<file path="config.mk">
export PLATFORM = sky130hd
export DESIGN_NAME = vdma_wr_linebuf_ctrl
export DESIGN_NICKNAME = d
export VERILOG_FILES = /design/src/rtl/vdma_pkg.sv /design/src/rtl/vdma_pix_packer.sv /design/src/rtl/vdma_wr_linebuf_ctrl.sv
export SDC_FILE = /design/constraint.sdc
export NUM_CORES = 1
export LEC_CHECK = 0
export ABC_CLOCK_PERIOD_IN_PS = 5800
export BUFFER_PORTS_ARGS = -buffer_cell sky130_fd_sc_hd__buf_2
export CORE_MARGIN = 2
export CORE_UTILIZATION = 57
export CTS_BUF_LIST = sky130_fd_sc_hd__clkbuf_8 sky130_fd_sc_hd__clkbuf_16
export DETAILED_ROUTE_END_ITERATION = 6
export PLACE_DENSITY_LB_ADDON = 0.25
export SETUP_SLACK_MARGIN = 0.15
export SYNTH_ARGS = -nofsm -noshare
export SYNTH_HDL_FRONTEND = slang
export SYNTH_HIERARCHICAL = 1
export SYNTH_SLANG_ARGS = --single-unit
</file>
<file path="constraint.sdc">
create_clock -name clk -period 5.8 [get_ports clk]
set_clock_uncertainty 0.2 [all_clocks]
set_input_delay 1.16 -clock clk [delete_from_list [all_inputs] [get_ports clk]]
set_output_delay 1.16 -clock clk [all_outputs]
set_load 0.02 [all_outputs]
</file>
<file path="src/rtl/vdma_pkg.sv">
// Shared definitions for the VDMA write-side line-buffer controller:
// FSM state encoding and small elaboration-time helpers.
package vdma_pkg;

  localparam logic [1:0] ST_IDLE  = 2'd0;
  localparam logic [1:0] ST_FILL  = 2'd1;
  localparam logic [1:0] ST_FLUSH = 2'd2;

  // Number of pixel lanes in one RAM word.
  function automatic int unsigned pack_of(input int unsigned wwidth,
                                          input int unsigned pix_width);
    return wwidth / pix_width;
  endfunction

  // Width of a lane index; a single-lane word still needs a 1-bit counter.
  function automatic int unsigned lane_bits(input int unsigned pack);
    return (pack > 1) ? $clog2(pack) : 1;
  endfunction

  function automatic int unsigned min_u(input int unsigned a,
                                        input int unsigned b);
    return (a < b) ? a : b;
  endfunction

endpackage

</file>
<file path="src/rtl/vdma_pix_packer.sv">
// Packs pixels into RAM words, lane 0 first. A word completes on the last
// lane or on end-of-frame; lanes not yet written are zero because the
// accumulator is cleared every time a word leaves.
module vdma_pix_packer
  import vdma_pkg::*;
#(
  parameter int unsigned PIX_WIDTH = 16,
  parameter int unsigned WWIDTH    = 64
) (
  input  logic                 clk,
  input  logic                 rst_n,
  input  logic                 clear,
  input  logic                 pix_valid,
  input  logic [PIX_WIDTH-1:0] pix_data,
  input  logic                 pix_eof,
  output logic                 word_valid,
  output logic [WWIDTH-1:0]    word_data
);

  localparam int unsigned PACK   = pack_of(WWIDTH, PIX_WIDTH);
  localparam int unsigned LANE_W = lane_bits(PACK);

  logic [LANE_W-1:0] lane;
  logic [WWIDTH-1:0] acc;
  logic [WWIDTH-1:0] lane_word;
  logic              last_lane;

  // Place the incoming pixel into its lane; every other lane is zero.
  for (genvar gi = 0; gi < PACK; gi++) begin : g_lane
    assign lane_word[gi*PIX_WIDTH +: PIX_WIDTH] =
      (lane == LANE_W'(gi)) ? pix_data : '0;
  end

  assign last_lane  = (lane == LANE_W'(PACK - 1));
  assign word_valid = pix_valid && (last_lane || pix_eof);
  assign word_data  = acc | lane_word;

  // Lane counter and partial-word accumulator; a frame start drops any partial word.
  always_ff @(posedge clk or negedge rst_n) begin
    if (!rst_n) begin
      lane <= '0;
      acc  <= '0;
    end else if (clear) begin
      lane <= '0;
      acc  <= '0;
    end else if (pix_valid) begin
      if (last_lane || pix_eof) begin
        lane <= '0;
        acc  <= '0;
      end else begin
        lane <= lane + 1'b1;
        acc  <= word_data;
      end
    end
  end

endmodule

</file>
<file path="src/rtl/vdma_wr_linebuf_ctrl.sv">
// Write-side controller for the VDMA line-buffer RAM: frame FSM, RAM
// write/read pointers, occupancy counter, burst request and overflow flag.
module vdma_wr_linebuf_ctrl
  import vdma_pkg::*;
#(
  parameter int unsigned PIX_WIDTH  = 16,
  parameter int unsigned WWIDTH     = 64,
  parameter int unsigned ADDR_WIDTH = 9,
  parameter int unsigned BURST_LEN  = 16
) (
  input  logic                  clk,
  input  logic                  rst_n,
  input  logic                  frame_start,
  input  logic                  data_valid,
  input  logic [PIX_WIDTH-1:0]  data,
  input  logic                  eof,
  input  logic                  rd_adv,
  output logic [WWIDTH-1:0]     wdata,
  output logic [ADDR_WIDTH-1:0] waddr,
  output logic                  wen,
  output logic [ADDR_WIDTH-1:0] raddr,
  output logic [ADDR_WIDTH:0]   level,
  output logic                  burst_rdy,
  output logic [ADDR_WIDTH:0]   burst_words,
  output logic                  frame_done,
  output logic                  overflow
);

  localparam int unsigned  LW      = ADDR_WIDTH + 1;
  localparam int unsigned  DEPTH   = 2 ** ADDR_WIDTH;
  localparam logic [LW-1:0] DEPTH_L = LW'(DEPTH);
  localparam logic [LW-1:0] BURST_L = LW'(BURST_LEN);

  logic [1:0]            state;
  logic [1:0]            state_next;
  logic [ADDR_WIDTH-1:0] wptr;
  logic                  accept;
  logic                  word_valid;
  logic [WWIDTH-1:0]     word_data;
  logic                  honoured;
  logic                  full;
  logic                  do_write;
  logic                  drop;
  logic [LW-1:0]         level_next;
  logic                  burst_rdy_next;
  logic [LW-1:0]         burst_words_next;

  // Frame start takes priority, so a pixel in that cycle is never accepted.
  assign accept   = data_valid && (state == ST_FILL) && !frame_start;
  assign honoured = rd_adv && (level != '0);
  // A write still in flight counts against capacity.
  assign full     = (level + LW'(wen)) >= DEPTH_L;
  assign do_write = word_valid && !full;
  assign drop     = word_valid && full;

  vdma_pix_packer #(
    .PIX_WIDTH (PIX_WIDTH),
    .WWIDTH    (WWIDTH)
  ) u_packer (
    .clk        (clk),
    .rst_n      (rst_n),
    .clear      (frame_start),
    .pix_valid  (accept),
    .pix_data   (data),
    .pix_eof    (eof),
    .word_valid (word_valid),
    .word_data  (word_data)
  );

  // Next-state decode; the frame is done once drained with no write outstanding.
  always_comb begin
    state_next = state;
    frame_done = 1'b0;
    if (frame_start) begin
      state_next = ST_FILL;
    end else begin
      case (state)
        ST_IDLE:  state_next = ST_IDLE;
        ST_FILL:  if (accept && eof) state_next = ST_FLUSH;
        ST_FLUSH: begin
          if ((level == '0) && !wen) begin
            state_next = ST_IDLE;
            frame_done = 1'b1;
          end
        end
        default:  state_next = ST_IDLE;
      endcase
    end
  end

  // Occupancy and burst sizing, computed from the level after this cycle.
  always_comb begin
    level_next = level;
    if (frame_start) begin
      level_next = '0;
    end else begin
      case ({wen, honoured})
        2'b10:   level_next = level + 1'b1;
        2'b01:   level_next = level - 1'b1;
        default: level_next = level;
      endcase
    end
    burst_rdy_next = (level_next >= BURST_L) ||
                     ((state_next == ST_FLUSH) && (level_next != '0));
    burst_words_next = (state_next == ST_FLUSH) ?
                       LW'(min_u(32'(level_next), BURST_LEN)) : BURST_L;
  end

  // FSM state register.
  always_ff @(posedge clk or negedge rst_n) begin
    if (!rst_n) state <= ST_IDLE;
    else        state <= state_next;
  end

  // RAM write port, write pointer and sticky overflow.
  always_ff @(posedge clk or negedge rst_n) begin
    if (!rst_n) begin
      wen      <= 1'b0;
      wdata    <= '0;
      waddr    <= '0;
      wptr     <= '0;
      overflow <= 1'b0;
    end else if (frame_start) begin
      wen      <= 1'b0;
      waddr    <= '0;
      wptr     <= '0;
      overflow <= 1'b0;
    end else begin
      wen <= do_write;
      if (do_write) begin
        wdata <= word_data;
        waddr <= wptr;
        wptr  <= wptr + 1'b1;
      end
      if (drop) overflow <= 1'b1;
    end
  end

  // Read pointer advances only on reads the buffer can honour.
  always_ff @(posedge clk or negedge rst_n) begin
    if (!rst_n)           raddr <= '0;
    else if (frame_start) raddr <= '0;
    else if (honoured)    raddr <= raddr + 1'b1;
  end

  // Level counter and registered burst request.
  always_ff @(posedge clk or negedge rst_n) begin
    if (!rst_n) begin
      level       <= '0;
      burst_rdy   <= 1'b0;
      burst_words <= '0;
    end else begin
      level       <= level_next;
      burst_rdy   <= burst_rdy_next;
      burst_words <= burst_words_next;
    end
  end

endmodule

</file>
---- Word level (Yosys, flattened, before mapping) ----
Index checks and enable logic that the tools add are counted.
W data, S select, Z words.
word-level totals
  memory bits (writable) .................. 0
  output and inout bits ................... 106
  flip-flop bits (word level) ............. 182
  word-level logic and storage cells ...... 84
  bits of input ports ..................... 22
  memory bits (read-only) ................. 0
  memories ................................ 0
  bits in latches ......................... 0
cells by class
  multiplexer cells ....................... 30
  $mul .................................... 0
  divide/modulo/power cells ............... 0
  reductions and logical operators ........ 23
  shifts and indexed selects .............. 0
  bitwise gates (word level) .............. 2
  eq/ne operators ......................... 8
  $lt $le $gt $ge ......................... 3
  $add $sub $neg .......................... 6
operators by type and width
  operator                 number
  $mux W64                 3
  $mux W16                 4
  $or A64 B64 Y64          1
  $mux W9                  6
  $mux W10                 3
  $pmux W10 S2             1
  $reduce_bool A10 Y1      2
  $add A9 B1 Y9 const B    2
  $mux W2                  6
  $add A10 B1 Y10          1
  $add A10 B1 Y10 const B  1
  $eq A2 B2 Y1 const B     5
  $ge A10 B10 Y1 const B   1
  $ge A10 B5 Y1 const B    1
  $logic_not A10 Y1        1
  $lt A10 B5 Y1 const B    1
  $sub A10 B1 Y10 const B  1
  $logic_and A1 B1 Y1      9
  $reduce_bool A2 Y1       4
  $eq A2 B1 Y1 const B     3
  $mux W1                  6
  $pmux W2 S2              1
  $logic_not A1 Y1         3
  $add A2 B1 Y2 const B    1
  other kinds (4)          5

---- Depth between registers and ports, before layout ----
  word-level depth ........................ 10
  gate-level depth with buffers ........... 16
  gate-level depth less buffers ........... 12

---- Cells and area by module ----
The synthesis kept the hierarchy.
by module, submodules not included
  module                cells each  times used  sequential area each (µm²)  area each (µm²)
  vdma_wr_linebuf_ctrl  455         1           2902.8                      5336.4
  vdma_pix_packer       299         1           1651.6                      3427.0

---- Least setup slack after synthesis ----
Ideal clock, no wire load.
  kind .................................... input to register
  start ................................... input port rd_adv
  end ..................................... register burst_rdy
  library setup time ...................... 0.131 ns
  arrival ................................. 4.157 ns
  cell stages on the path ................. 15
  path slack .............................. 1.311 ns
  path buffers ............................ 3
  data required time ...................... 5.469 ns
  cells stage by stage .................... inv_1 > a31oi_2 > ha_1 > buf_6 > buf_6 > buf_2 > xor2_1 > ha_1 > nor3b_2 > a2111oi_2 > o21ai_1 > a32oi_1 > o21ai_1 > a311o_1 > or3_1
between the ends
  longest elaborated chain between the ends .. 7
  elaborated cells on any way between the ends .. 9
  those cells by class .................... order compare: 1; eq/ne: 2; mux: 2; reduce/logical: 4
RTL lines
  what                                                   RTL line                     source
  start, declared                                        vdma_wr_linebuf_ctrl.sv:17   input logic rd_adv,
  $logic_and A1 B1 Y1 *                                  vdma_wr_linebuf_ctrl.sv:50   assign honoured = rd_adv && (level != '0);
  $eq A2 B1 Y1 / $eq A2 B2 Y1 (equally long branches)    vdma_wr_linebuf_ctrl.sv:97   case ({wen, honoured})
  $pmux W10 S2 *                                         vdma_wr_linebuf_ctrl.sv:97
  $mux W10 *                                             vdma_wr_linebuf_ctrl.sv:94   if (frame_start) begin
  branches (longest 2 deep; another with $ge A10 B5 Y1)  --
  $logic_or A1 B1 Y1 *                                   vdma_wr_linebuf_ctrl.sv:103  burst_rdy_next = (level_next >= BURST_L) ||
  via burst_rdy_next                                     vdma_wr_linebuf_ctrl.sv:45   logic burst_rdy_next;
  end signal, assigned                                   vdma_wr_linebuf_ctrl.sv:154  burst_rdy <= burst_rdy_next;
  end, declared                                          vdma_wr_linebuf_ctrl.sv:23   output logic burst_rdy,
Mark *: on every way through the listed nets, which the timed path passes.
A chain may end at the register's enable or synchronous reset.

---- Worst setup path in the final report ----
  start ................................... register level[4]
  end ..................................... register burst_rdy
between the ends
  longest elaborated chain between the ends .. 8
  elaborated cells on any way between the ends .. 18
  those cells by class .................... add/sub: 2; order compare: 1; eq/ne: 3; mux: 5; reduce/logical: 7
RTL lines
  what                                                     RTL line                     source
  start, declared                                          vdma_wr_linebuf_ctrl.sv:22   output logic [ADDR_WIDTH:0] level,
  start signal, assigned                                   vdma_wr_linebuf_ctrl.sv:153  level <= level_next;
  branches (longest 7 deep; another with $sub A10 B1 Y10)  --
  $logic_or A1 B1 Y1 *                                     vdma_wr_linebuf_ctrl.sv:103
  via burst_rdy_next                                       vdma_wr_linebuf_ctrl.sv:45
Marked as above.

==> impl_metrics.py <==
metrics = {
    "synth": {
        "synthTopCellsByArea": "dfrtp_1 (52%), mux2_2 (7.6%), or3b_2 (6.5%)",
        "yosys.area.top_type": "dfrtp_1",
        "synthTopCellsByCount": "dfrtp_1 (182), or3b_2 (65), a21o_1 (64)",
        "synth_top_area_share_pct": 51.97,
        "ys_ff_latch": 182,
        "ys_async_sr_fraction_pct": 100.0,
        "ys_seq_area_share_pct": 51.97,
        "synth_cells": 754,
        "syn_area_per_cell_um2": 11.62,
        "synthFlopType": "dfrtp_1",
        "synth_edf_count": 0,
        "yosysUniqueCellTypes": 63,
        "yosysMostFrequentCell": "dfrtp_1",
        "synth_warnings": 6,
        "syn_area_um2": 8763,
    },
    "detailed_routing": {
        "drt_iter0_markers": 663,
        "via_per_inst": 6.058,
        "first_pass_iters": 6,
        "via_count": 6379,
        "drc_errors": 0,
        "ant_nets": 0,
        "wl_um": 20640,
        "wl_per_cell_um": 19.60,
    },
    "power": {
        "power_per_cell_area_nw_per_um2": 368.5,
        "vdd_drop_max_v": 0.0002642,
        "power_mw": 3.678,
        "cellLeakagePower_nw": 5.137,
    },
    "setup_path": {
        "worstPathArrival_ps": 4500,
        "crit_family": "compound AO/OA/AOI/OAI gates",
        "end_kind": "flop",
        "required_ps": 5910,
        "cp-start-kind": "flop",
        "cp_num_buf_inv": 0,
        "crit_type": "flop to flop",
        "critPathSlowestCell": "nor4_1",
        "crit_path_max_incr_delay_ps": 600,
        "crit_path_max_fanout": 15,
        "crit_path_cell_trace": "nor4_1 > a31oi_2 > ha_1 > xor2_1 > ha_1 > nor3b_2 > a2111oi_2 > o21ai_1 > a32oi_1 > o21ai_1 > a311o_1 > or3_1",
    },
    "grt": {
        "top_usage_layer": "met2",
        "grt_start_max_net_pins": 109,
        "grtUsageMet3_pct": 4.591,
        "grt_pass1_vias": 6381,
        "track_usage_pct": 26.22,
        "use_met2_pct": 40.80,
        "grt_use_met1_pct": 37.39,
        "grt.overflow.total": 0,
        "antenna_found_initial": 0,
        "grt_pass1_wl_um": 33570,
    },
    "place": {
        "dp.final_hpwl_um": 13210,
        "placed_cells": 1021,
        "dp_slack_ps": 1371,
        "post_dp_cell_area_um2": 9380,
        "port_buffers": 127,
        "globalplace.congestion": 0.9152,
    },
    "floorplanning": {
        "io_pins": 128,
        "die_w_um": 128.0,
        "die_area_um2": 16380,
        "rows": 45,
        "fp.dieH_um": 128.0,
        "core-area_um2": 15090,
        "initial_utilization_pct": 58.08,
    },
    "timing": {
        "worst_slack_ps": 1411,
        "hold_slack_ps": 281.9,
        "finalCritPeriodShare_pct": 75.67,
        "worstMarginPinSlew_ps": 989.3,
        "relSlewSlack_pct": 34.04,
        "setup_viol": 0,
        "min_period_ps": 4389,
        "clock.fmax_ghz": 0.2279,
        "setup-tns-final_ps": 0,
        "grt_setup_unrepaired": "no",
        "drv_slew": 0,
        "hold_viol_final": 0,
    },
    "run_status": {
        "status": "finished, final reports clean",
    },
    "clock_tree": {
        "hold_buffers": 0,
        "cts_root_buf": "clkbuf_16",
        "cts_max_level": 4,
        "cts_num_sinks": 182,
        "cts_buffer_depth": 2,
        "cts_made_buffers": 17,
        "clk_pin_slew_worst_paths_ps": 70,
        "cts_setup_buffers": 0,
        "cts_resized": 0,
        "cts_tree": "built",
        "clk_latency_ps": 430,
    },
    "final_layout": {
        "instances_no_fill": 1053,
        "multi_input_area_um2": 3840,
        "drive_gt1_share_pct": 35.26,
        "design_area_um2": 9980,
        "n_fill_cell": 1167,
        "final_util_pct": 66.14,
        "n_antenna_cell": 0,
        "area_growth_pct": 13.88,
        "nNetsFinal": 886,
        "seq_area_um2": 4554,
    },
    "worst_hold_path": {
        "hold_path_class": "flop to flop",
    },
    "run": {
        "cap_violations": 0,
    },
}
layout by cell type (no fill, tap or decap), types with 6 or more instances in the layout:
cell type  instances
xor2_1            16
xnor2_1           10
o21ai_1            6
nor2_1            37
inv_1             14
nand4_1            6
nor3_1            10
buf_4              7
a21oi_1           18
nand3_1           10
dfrtp_1          182
o21ai_0            6
buf_2            126
a21boi_1          46
a21o_1            64
mux2_2            59
or3b_2            65
a21boi_0          18
nand2_1           38
clkbuf_16         17
ha_1              12
logic make-up (layout without fill, tap and decap cells):
| group | count (synthesis) | in the layout | share of synthesized area (%) |
|---|---|---|---|
| buffers and inverters | 74 | 181 | 4.483 |
| DFF | 182 | 182 | 51.97 |
| other | 1 | 5 | 0.04279 |
| AOI/OAI and AO/OA | 188 | 188 | 15.99 |
| muxes | 69 | 69 | 8.795 |
| xor gates and xnor gates | 26 | 26 | 2.598 |
| and+or+nand+nor | 202 | 202 | 14.41 |
| adders and majority gates | 12 | 12 | 1.713 |
sequential cells by signal, indices dropped and copies added, names as in the netlist:
| register | flops |
|---|---|
| burst_rdy | 1 |
| burst_words | 10 |
| level | 10 |
| overflow | 1 |
| raddr | 9 |
| state | 2 |
| u_packer/acc | 64 |
| u_packer/lane | 2 |
| waddr | 9 |
| wdata | 64 |
| wen | 1 |
| wptr | 9 |
layout make-up:
cell class | count | share of cell area, %
Clock buffer | 21 | 4.814
Clock inverter | 11 | 1.191
Inverter | 15 | 0.5642
Multi-Input combinational cell | 502 | 38.48
Sequential cell | 182 | 45.64
Tap cell | 188 | 2.357
Timing Repair Buffer | 134 | 6.958
path summary, 6_finish.rpt:
path / startpoint / end / slack (ps) / cells after the start
max: level[4] / burst_rdy / 1410 / 12
max in group asynchronous: rst_n / raddr[3] / 3610 / 2
min reg2reg: wdata[54] / wdata[54] / 280 / 1
min in group asynchronous: rst_n / wdata[20] / 670 / 1
max reg2reg: level[4] / burst_rdy / 1410 / 12
min: wdata[54] / wdata[54] / 280 / 1
power by group:
part	switching [mW]	internal [mW]
Sequential	0.140	1.37
Combinational	0.632	0.374
Clock	0.483	0.681
Total	1.26	2.42
layer usage:
metal	share of wire, %	vias up
li1	-	2866
met1	45	3239
met2	48	233
met3	5.2	41
met4	2.4	0
met5	0	-
No activity file was read; power rests on OpenSTA's default activity.
